**config.mk**
```make
export PLATFORM = sky130hd
export DESIGN_NAME = pipe_hazard_ctrl
export DESIGN_NICKNAME = d
export VERILOG_FILES = /design/src/rtl/pipe_hazard_ctrl_pkg.sv /design/src/rtl/pipe_hazard_ctrl_fwd_unit.sv /design/src/rtl/pipe_hazard_ctrl.sv
export SDC_FILE = /design/constraint.sdc
export NUM_CORES = 1
export LEC_CHECK = 0
export ABC_AREA = 1
export CAP_MARGIN = 20
export CORE_MARGIN = 4
export CORE_UTILIZATION = 34
export CTS_BUF_LIST = sky130_fd_sc_hd__clkbuf_8
export DETAILED_ROUTE_END_ITERATION = 6
export PLACE_DENSITY = 0.83
export SETUP_SLACK_MARGIN = 0.02
export SYNTH_ARGS = -nofsm -noshare
export SYNTH_HDL_FRONTEND = slang
export SYNTH_SLANG_ARGS = --single-unit
```
**constraint.sdc**
```tcl
create_clock -name clk -period 1.2 [get_ports clk]
set_input_delay 0.18 -clock clk [delete_from_list [all_inputs] [get_ports clk]]
set_output_delay 0.18 -clock clk [all_outputs]
set_load 0.01 [all_outputs]
```
**src/rtl/pipe_hazard_ctrl_pkg.sv**
```systemverilog
// Shared types and constants for the pipeline hazard controller.
// Package name pipe_pkg is kept for compatibility with existing importers.
package pipe_pkg;

  typedef enum logic [1:0] {
    RUN      = 2'd0,
    MEM_WAIT = 2'd1,
    ERR      = 2'd2
  } state_t;

  localparam logic [1:0] FWD_RF  = 2'b00;
  localparam logic [1:0] FWD_MEM = 2'b10;
  localparam logic [1:0] FWD_WB  = 2'b01;

  // EX/MEM is checked first so the youngest producer wins; r0 never forwards.
  function automatic logic [1:0] fwd_sel(
    input logic [4:0] src,
    input logic [4:0] exmem_rd,
    input logic       exmem_regwrite,
    input logic [4:0] memwb_rd,
    input logic       memwb_regwrite
  );
    if (exmem_regwrite && (exmem_rd != 5'd0) && (exmem_rd == src))
      return FWD_MEM;
    else if (memwb_regwrite && (memwb_rd != 5'd0) && (memwb_rd == src))
      return FWD_WB;
    else
      return FWD_RF;
  endfunction

endpackage

```
**src/rtl/pipe_hazard_ctrl_fwd_unit.sv**
```systemverilog
// EX-stage forwarding select generation; purely combinational.
module fwd_unit
  import pipe_pkg::*;
(
  input  logic [4:0] idex_rs,
  input  logic [4:0] idex_rt,
  input  logic [4:0] exmem_rd,
  input  logic       exmem_regwrite,
  input  logic [4:0] memwb_rd,
  input  logic       memwb_regwrite,
  output logic [1:0] fwd_a,
  output logic [1:0] fwd_b
);

  always_comb begin
    fwd_a = fwd_sel(idex_rs, exmem_rd, exmem_regwrite, memwb_rd, memwb_regwrite);
    fwd_b = fwd_sel(idex_rt, exmem_rd, exmem_regwrite, memwb_rd, memwb_regwrite);
  end

endmodule

```
**src/rtl/pipe_hazard_ctrl.sv**
```systemverilog
// Pipeline sequencing controller: stalls, flushes, bubbles, forwarding, dmem wait FSM.
// Define PIPE_HAZARD_CTRL_PERF_EN to enable the stall/flush performance counters.
module pipe_hazard_ctrl
  import pipe_pkg::*;
#(
  parameter int WAIT_MAX = 16,
  parameter int CNT_W    = 32
) (
  input  logic             clk,
  input  logic             reset,
  input  logic [4:0]       ifid_rs,
  input  logic [4:0]       ifid_rt,
  input  logic [4:0]       idex_rs,
  input  logic [4:0]       idex_rt,
  input  logic             idex_memread,
  input  logic [4:0]       exmem_rd,
  input  logic             exmem_regwrite,
  input  logic [4:0]       memwb_rd,
  input  logic             memwb_regwrite,
  input  logic             branch_taken,
  input  logic             dmem_req,
  input  logic             dmem_ack,
  output logic             pc_en,
  output logic             ifid_en,
  output logic             idex_en,
  output logic             exmem_en,
  output logic             ifid_flush,
  output logic             idex_flush,
  output logic             memwb_bubble,
  output logic [1:0]       fwd_a,
  output logic [1:0]       fwd_b,
  output logic             mem_err,
  output logic [CNT_W-1:0] stall_cnt,
  output logic [CNT_W-1:0] flush_cnt
);

  localparam int WCNT_W = $clog2(WAIT_MAX + 1);

  state_t            state, state_nxt;
  logic [WCNT_W-1:0] wcnt, wcnt_nxt;
  logic              load_use;
  logic [1:0]        fwd_a_raw, fwd_b_raw;

  always_ff @(posedge clk) begin
    if (reset) begin
      state <= RUN;
      wcnt  <= '0;
    end else begin
      state <= state_nxt;
      wcnt  <= wcnt_nxt;
    end
  end

  always_comb begin
    state_nxt = state;
    wcnt_nxt  = wcnt;
    case (state)
      RUN: begin
        if (dmem_req && !dmem_ack) begin
          state_nxt = MEM_WAIT;
          wcnt_nxt  = WCNT_W'(1);
        end
      end
      MEM_WAIT: begin
        if (dmem_ack) begin
          state_nxt = RUN;
          wcnt_nxt  = '0;
        end else if (wcnt >= WCNT_W'(WAIT_MAX)) begin
          state_nxt = ERR;
        end else begin
          wcnt_nxt = wcnt + WCNT_W'(1);
        end
      end
      ERR:     state_nxt = ERR;
      default: state_nxt = RUN;
    endcase
  end

  assign load_use = idex_memread && (idex_rt != 5'd0) &&
                    ((idex_rt == ifid_rs) || (idex_rt == ifid_rt));

  always_comb begin
    pc_en        = 1'b0;
    ifid_en      = 1'b0;
    idex_en      = 1'b0;
    exmem_en     = 1'b0;
    ifid_flush   = 1'b0;
    idex_flush   = 1'b0;
    memwb_bubble = 1'b0;
    mem_err      = 1'b0;
    if (!reset) begin
      case (state)
        RUN: begin
          idex_en  = 1'b1;
          exmem_en = 1'b1;
          // A taken branch flushes the stalled instruction anyway, so it overrides load-use.
          pc_en      = !(load_use && !branch_taken);
          ifid_en    = !(load_use && !branch_taken);
          ifid_flush = branch_taken;
          idex_flush = branch_taken || load_use;
        end
        MEM_WAIT: memwb_bubble = 1'b1;
        ERR: begin
          memwb_bubble = 1'b1;
          mem_err      = 1'b1;
        end
        default: memwb_bubble = 1'b1;
      endcase
    end
  end

  fwd_unit u_fwd (
    .idex_rs        (idex_rs),
    .idex_rt        (idex_rt),
    .exmem_rd       (exmem_rd),
    .exmem_regwrite (exmem_regwrite),
    .memwb_rd       (memwb_rd),
    .memwb_regwrite (memwb_regwrite),
    .fwd_a          (fwd_a_raw),
    .fwd_b          (fwd_b_raw)
  );

  assign fwd_a = reset ? FWD_RF : fwd_a_raw;
  assign fwd_b = reset ? FWD_RF : fwd_b_raw;

`ifdef PIPE_HAZARD_CTRL_PERF_EN
  always_ff @(posedge clk) begin
    if (reset) begin
      stall_cnt <= '0;
      flush_cnt <= '0;
    end else begin
      if (!pc_en)     stall_cnt <= stall_cnt + CNT_W'(1);
      if (ifid_flush) flush_cnt <= flush_cnt + CNT_W'(1);
    end
  end
`else
  assign stall_cnt = '0;
  assign flush_cnt = '0;
`endif

endmodule

```
---- Yosys cells after proc, flatten, opt, wreduce, memory -nomap -nowiden ----
Cells that the tools add are included.
storage, ports and cells
  register bits after elaboration ......... 7
  output and inout port bits .............. 76
  logic and storage cells ................. 63
  input bits .............................. 38
cells by class
  $add $sub $neg .......................... 1
  $lt $le $gt $ge ......................... 1
  equality and inequality tests ........... 11
  reductions and logical operators ........ 22
  multiplexer cells ....................... 26
operator list
  kind                 number
  $eq 5x5->1           6
  $mux 5               3
  $reduce_bool 5->1    3
  $mux 1               14
  $mux 2               7
  $logic_and 1x1->1    10
  $pmux 5 s2           1
  $ne 3x3->1 const B   2
  $pmux 2 s3           1
  $add 5x1->5 const B  1
  $ge 5x5->1 const B   1
  $logic_not 1->1      3
  $reduce_and 3->1     1
  $eq 2x1->1 const B   1
  $eq 2x2->1 const B   1
  $logic_not 2->1      1
  $logic_or 1x1->1     2
  $ne 2x2->1 const B   1
  $reduce_and 2->1     1
  $reduce_bool 2->1    1

---- Longest topological paths before layout ----
Gate-level depths: netlist (run 1).
  depth after elaboration ................. 7
  gate-level depth with buffers ........... 11
  mapped depth without buffers ............ 9

---- Modules after synthesis ----
A second synthesis (run 1) with hierarchy kept.
second synthesis, totals
  cells, all modules ...................... 266
  area, all modules ....................... 1508.9 sq um
modules (own cells, without submodules)
  module            seq. area each (sq um)  area each (sq um)  instances  cells an instance
  pipe_hazard_ctrl  140.1                   1146.1             1          185
  fwd_unit          0.0                     362.8              1          81

---- Worst setup path before layout (run 1) ----
OpenSTA, ideal clock, no wires.
  kind .................................... reg-to-output
  start point ............................. register state[0]
  end point ............................... output port pc_en
  required time ........................... 1020 ps
  buffers on the path ..................... 1
  arrival ................................. 1304 ps
  slack ................................... -284 ps
  stages on the path, launching flop included .. 5
  cells stage by stage .................... dfxtp_1 -> nor3_1 -> nand2_1 -> nand2_1 -> buf_4
between the ends
  word-level cells in the longest chain between the ends .. 3
RTL lines
  item                    line                    source
  start, declared         pipe_hazard_ctrl.sv:39  state_t state, state_nxt;
  start signal, assigned  pipe_hazard_ctrl.sv:49  state <= state_nxt;
  $logic_not 2->1         --
  $mux 1 (2 in a row)     --
  end, declared           pipe_hazard_ctrl.sv:23  output logic pc_en,
Every way passes these cells.

---- Worst setup path after layout (run 1) ----
  start point ............................. input port ifid_rs[3]
  end point ............................... output port ifid_en
between the ends
  word-level cells in the longest chain between the ends .. 7
RTL lines
  item               line                    source
  start, declared    pipe_hazard_ctrl.sv:11  input logic [4:0] ifid_rs,
  $eq 5x5->1         pipe_hazard_ctrl.sv:80  ((idex_rt == ifid_rs) || (idex_rt == ifid_rt));
  $logic_or 1x1->1   pipe_hazard_ctrl.sv:80
  $logic_and 1x1->1  pipe_hazard_ctrl.sv:79  assign load_use = idex_memread && (idex_rt != 5'd0) &&
  $logic_and 1x1->1  pipe_hazard_ctrl.sv:98  ifid_en = !(load_use && !branch_taken);
  $logic_not 1->1    pipe_hazard_ctrl.sv:98
  $mux 1             pipe_hazard_ctrl.sv:92  case (state)
  $mux 1             pipe_hazard_ctrl.sv:91  if (!reset) begin
  end, declared      pipe_hazard_ctrl.sv:24  output logic ifid_en,
Every way passes these cells.

==> results of run 1 <==
[registers in the layout, indices dropped and copies added, names as in the netlist]
signal / flops
wcnt: 5
state: 2
[metrics by stage]
step	total power (µW)	util, %	TNS [ns]	cells	setup slack [ns]
floorplan	714	-	0	291	0.0294
global placement	792	45.2	-10.00	335	-0.897
detailed placement	801	45.2	-10.28	335	-0.932
CTS	1170	48.4	-1.02	341	-0.129
global route	1280	49.9	-2.11	342	-0.215
finish	1200	49.9	-0.899	342	-0.130
[power by group through the flow]
stage               Combinational, µW  Sequential, µW  Clock (µW)
finish                            622             252         324
global route                      687             254         339
detailed placement                547             255           0
CTS                               584             251         332
global placement                  538             254           0
floorplan                         459             254           0
[repair_timing]
| item | 4_1_cts | 5_1_grt |
|---|---|---|
| buffers inserted | 2 | 1 |
| pin swaps | 48 | 28 |
| setup endpoints to repair | 17 | 19 |
| resized for setup | 198 | 30 |
[synthesized netlist by cell type]
| cell | instances |
|---|---|
| nor2_1 | 24 |
| clkbuf_2 | 2 |
| nand4_1 | 1 |
| buf_6 | 1 |
| ha_1 | 1 |
| inv_1 | 26 |
| nor2_4 | 1 |
| a21oi_1 | 4 |
| buf_4 | 66 |
| nand3_1 | 12 |
| xnor2_1 | 12 |
| xor2_1 | 11 |
| conb_1 | 1 |
| nand2_1 | 41 |
| dfxtp_1 | 7 |
| nand2_2 | 1 |
| nand3_4 | 1 |
| o21ai_2 | 1 |
| o21bai_1 | 1 |
| buf_2 | 1 |
| nor2_2 | 4 |
| o21ai_0 | 5 |
| nor3_1 | 4 |
[metal layers]
layer	vias up	share of wire (%)	GRT usage, %
li1	689	-	-
met1	590	36	13.8
met2	72	51	22.6
met3	6	11	3.31
met4	0	1.8	6.35
met5	-	0	0
[worst reg2reg max path, delay by kind of cell (launching register included)]
kind	cells	cell delay [ns]
xor gates and xnor gates	1	0.14
buffers and inverters	2	0.27
DFF	1	0.34
and+or+nand+nor	5	0.44
[cells by family after synthesis]
family,share of synthesized area [%]
buffers and inverters,43.3
AND/OR/NAND/NOR,27.3
XOR/XNOR,14.1
AO/OA/AOI/OAI,4.29
flip-flops,9.81
adder cells (fa/ha/maj),0.876
other,0.262
[final timing paths]
| kind | from | to | depth (start not counted) |
|---|---|---|---|
| worst max-delay path | ifid_rs[3] | ifid_en | 10 |
| worst min-delay path | reset | state[1]$_SDFFE_PP0P_ | 3 |
| worst max register to register | state[0]$_SDFFE_PP0P_ | wcnt[2]$_SDFFE_PP0P_ | 8 |
| worst min register to register | wcnt[4]$_SDFFE_PP0P_ | wcnt[4]$_SDFFE_PP0P_ | 2 |
[final cells by class]
class	count	area (µm²)
tap	50	62.6
clock inverter	1	3.75
fill	391	2020
timing repair buffer	67	558
sequential	7	143
multi-input combinational	188	1110
inverter	26	97.6
clock buffer	3	41.3
[cells in the final DEF, fill, tap and decap left out, types with 6 or more instances in the layout]
master and n:
nand3_1 8, inv_2 6, nor2_1 14, xor2_1 9
nor2_2 10, nand2_2 6, dlygate4sd2_1 6, buf_4 16
inv_1 21, nand2_1 35, conb_1 64, clkdlybuf4s15_1 6
buf_6 16, xnor2_2 9, buf_2 18
==> results_dict.tcl, run 1 <==
set metrics [dict create \
    path_max_fanout 2 \
    syn_avg_cell_area_um2 6.27 \
    synth_cell_types 23 \
    grt_pass1_wl_um 5350 \
    synthesis.area_um2 1430 \
    crit_top_cell "nand2_2" \
    p_int_uw 741 \
    area_delta_synth_final_pct 40.8 \
    drive_above_1_share_pct 36.0 \
    cts-hold-fix-buffers 0 \
    p_comb_share_pct 51.9 \
    cp_slowest_stage_delay_ns 0.24 \
    pwr-share-clk_pct 27.1 \
    num_vias 1357 \
    path_clk_slew_ns 0.04 \
    clock_skew_ns 0.00152 \
    sequentialPowerShare_pct 21.0 \
    wire_per_inst_um 10.7 \
    max_freq_mhz 752 \
    rsz0062_at_grt "yes" \
    crit_chain "dlygate4sd2_1, nand2_1, nand2_1, nor2_2, nand3_2, nand2_2, nand2_2, nand2_2, nand2_4, buf_6" \
    crit_buf_inv 2 \
    holdWs_ns 0.349 \
    antenna_found_initial 0 \
    worstSetupEndpointType "output pin" \
    r2r_slack_ns -0.11 \
    port-buffer-count 49 \
    place_area_um2 1820 \
    cts_buffers 3 \
    die_w_um 72.8 \
    cts_tree "built" \
    grt_pass1_vias 1237 \
    hold_violations 0 \
    place_congestion 0.752 \
    rows 23 \
    clk_path_buf_depth 2 \
    synth_top_area_share_pct 34.7 \
    grt_start_max_net_pins 8 \
    yosys-top-cells-area "buf_4 (35%), nand2_1 (11%), dfxtp_1 (9.8%), xnor2_1 (7.4%), inv_1 (6.8%)" \
    switching_power_uw 457 \
    wirelength_um 3660 \
    post-route-period-util_pct 111 \
    peakVddDrop_mv 0.268 \
    violations "setup timing" \
    setup_violations 13 \
    synth_seq_area_share_pct 9.81 \
    cts-root-buf "clkbuf_8" \
    num_antenna_cells 0 \
    worstSetupPathType "primary input to output pin" \
    max_cap_viol_count 0 \
    slowest_stage "dlygate4sd2_1" \
    yosysWarnings 0 \
    htreeDepth 1 \
    antenna_left 0 \
    clock_latency_ns 0.23 \
    ys_ff_latch 7 \
    cpLargestDelayFamily "simple AND/OR/NAND/NOR gates" \
    status "finished with violations" \
    die_h_um 72.8 \
    drtIter0Drc 32 \
    finalNetCount 332 \
    required_ns 1.02 \
    drc_errors 0 \
    hold_path.class "primary input to register" \
    clock-sinks 7 \
    dp_hpwl_um 2940 \
    initial_utilization_pct 35.5 \
    grt_overflow 0 \
    grt_use_total_pct 12.7 \
    cp-start-kind "primary input" \
    maxSlewViolCount 0 \
    die_area_um2 5300 \
    fin_crit_ns 1.33 \
    setup_slack_ns -0.130 \
    postSynthCellCount 228 \
    vias_per_cell 3.97 \
    finalInstanceArea_um2 2010 \
    swShare_pct 38.1 \
    boundaryPins 114 \
    dr.pass1.iters 4 \
    p_leak_uw 0.00110 \
    core_um2 4030 \
    power_density_nw_per_um2 595 \
    arrival_ns 1.15 \
    yosysTopAreaCell "buf_4" \
]
Power figures use the tool's default switching activity.
==> inputs of run 2 (changes only) <==
--- a/config.mk
+++ b/config.mk
@@ -13,6 +13,7 @@
 export DETAILED_ROUTE_END_ITERATION = 6
 export PLACE_DENSITY = 0.83
 export SETUP_SLACK_MARGIN = 0.02
+export SLEW_MARGIN = 10
 export SYNTH_ARGS = -nofsm -noshare
 export SYNTH_HDL_FRONTEND = slang
 export SYNTH_SLANG_ARGS = --single-unit
==> results of run 2 <==
Same layout as run 1: the final DEF is identical, and so are final timing and power.
==> inputs of run 3 (changes only) <==
--- a/config.mk
+++ b/config.mk
@@ -7,7 +7,6 @@
 export LEC_CHECK = 0
 export ABC_AREA = 1
 export CAP_MARGIN = 20
-export CORE_MARGIN = 4
 export CORE_UTILIZATION = 34
 export CTS_BUF_LIST = sky130_fd_sc_hd__clkbuf_8
 export DETAILED_ROUTE_END_ITERATION = 6
==> run 3 against run 2 <==
  * The run still ends with setup timing left
  * Combinational power shrank 0.8%
  * Die area shrank 16%
  * Register-to-register slack improved by 0.02 ns
  * Sequential cell count did not move
  * Largest cell class unchanged
  * Highest routed layer unchanged
==> results_dict.tcl, run 3 (same netlist as run 1, synthesis figures left out) <==
set metrics [dict create \
    status "finished with violations" \
    violations "setup timing" \
    htreeDepth 1 \
    hold_path.class "primary input to register" \
    dr.pass1.iters 4 \
    boundaryPins 114 \
    worstSetupPathType "register to output pin" \
    max_cap_viol_count 0 \
    reg2reg_depth 8 \
    grt_use_total_pct 14.1 \
    reg_top3 "wcnt: 5 flops, state: 2 flops" \
    setup_slack_ns -0.212 \
    drtIter0Drc 39 \
    post-route-util_pct 50.3 \
    power_density_nw_per_um2 588 \
    holdPathStages 3 \
    num_vias 1350 \
    p_int_uw 745 \
    cts_buffers 3 \
    p_leak_uw 0.00112 \
    place_area_um2 1830 \
    r2r-end "wcnt[3]$_SDFFE_PP0P_" \
    r2r_slack_ns -0.09 \
    antenna_found_initial 0 \
    vias_per_cell 3.92 \
    fin_crit_ns 1.41 \
    rows 23 \
    wirelength_um 3290 \
    grt_pass1_wl_um 4710 \
    post-route-period-util_pct 118 \
    port-buffer-count 49 \
    die_h_um 66.8 \
    hold_start "reset" \
    hold_end "state[1]$_SDFFE_PP0P_" \
    clock-sinks 7 \
    grt_pass1_vias 1196 \
    swShare_pct 37.6 \
    clock_latency_ns 0.23 \
    place_inst 336 \
    finalInstanceArea_um2 2030 \
    cts-root-buf "clkbuf_8" \
    required_ns 1.02 \
    rsz0062_at_grt "yes" \
    grt_overflow 0 \
    sequentialPowerShare_pct 21.0 \
    final_common_cell "conb_1" \
    num_antenna_cells 0 \
    switching_power_uw 448 \
    drc_errors 0 \
    maxSlewViolCount 0 \
    hold_violations 0 \
    drive_above_1_share_pct 34.4 \
    cp-start-kind "register" \
    holdWs_ns 0.355 \
    setup_violations 15 \
    initial_utilization_pct 35.5 \
    clock_skew_ns 0.00345 \
    clk_path_buf_depth 2 \
    cts_tree "built" \
    place_congestion 0.825 \
    peakVddDrop_mv 0.206 \
    area_delta_synth_final_pct 41.9 \
    dp_hpwl_um 2530 \
    arrival_ns 1.23 \
    largest_reg_flops 5 \
    path_max_fanout 2 \
    largest_register "wcnt" \
    wire_per_inst_um 9.57 \
    grt_start_max_net_pins 8 \
    die_area_um2 4470 \
    pwr-share-clk_pct 27.2 \
    tns_ns -1.25 \
    critical_path.startpoint "state[1]$_SDFFE_PP0P_" \
    worstSetupEndpointType "output pin" \
    fin_cells 344 \
    path_clk_slew_ns 0.04 \
    core_um2 4030 \
    p_comb_share_pct 51.7 \
    antenna_left 0 \
    worstReg2RegStart "state[0]$_SDFFE_PP0P_" \
    final_cell_mix "conb_1 (64), nand2_1 (34), inv_1 (23)" \
    finalNetCount 334 \
    die_w_um 66.8 \
    max_freq_mhz 708 \
]
==> run 3: cell types whose count changed in the layout (fill, tap and decap cells not counted), moves of 3 or more <==
| cell | change |
|---|---|
| nor2_2 | -4 |
| nor2_1 | +3 |
| dlygate4sd2_1 | +6 |
| o21ai_1 | +3 |
| clkdlybuf4s15_1 | -6 |
==> run 3: area by class of cell <==
cell class,instances,area [µm²]
well taps,50,62.6
repair buffers,69,588
clock buffers,3,41.3
fillers,407,2000
multi-input cells,188,1090
inverters,26,97.6
flip-flops and latches,7,145
clock inverters,1,3.75
==> run 3: worst max path at each step <==
stage                     slack [ns]          to  cells after the start
after CTS                      -0.20  idex_flush                      6
after global placement         -0.91  idex_flush                     10
final                          -0.21  idex_flush                      6
after global routing           -0.26  idex_flush                      6
after floorplan                 0.03       pc_en                     11
after detailed placement       -0.95    fwd_b[0]                      7
==> run 3: critical path, stage by stage, from the launching register on <==
cell	delay [ns]
dfxtp_2	0.33
nor3_4	0.21
buf_6	0.13
buf_6	0.09
nand3_1	0.07
nand2_1	0.05
buf_2	0.12
==> run 3: repair_timing <==
item	CTS	global route
resized for setup	182	40
pin swaps	37	26
hold buffers	0	0
setup endpoints to repair	16	19
buffers inserted	3	1
==> run 3: layer usage <==
| layer | track usage [%] | share of wire [%] | up-vias |
|---|---|---|---|
| met5 | 0 | 0 | - |
| met4 | 7.45 | 2.9 | 0 |
| met3 | 3.60 | 8.3 | 10 |
| met2 | 26.4 | 52 | 75 |
| met1 | 14.0 | 37 | 574 |
| li1 | - | - | 691 |
==> run 3: power by group through the flow <==
stage / Sequential, µW / Combinational [µW] / Clock (µW)
after floorplan: 254 / 459 / 0
after global placement: 254 / 537 / 0
after detailed placement: 255 / 544 / 0
after CTS: 252 / 571 / 335
after global routing: 251 / 680 / 351
final: 251 / 617 / 325
==> run 3: per-stage QoR <==
| step | setup WS, ns | total power, µW |
|---|---|---|
| 5_1_grt | -0.261 | 1280 |
| 3_3_place_gp | -0.905 | 792 |
| 3_5_place_dp | -0.949 | 799 |
| 2_1_floorplan | 0.0294 | 714 |
| 6_report | -0.212 | 1190 |
| 4_1_cts | -0.198 | 1160 |
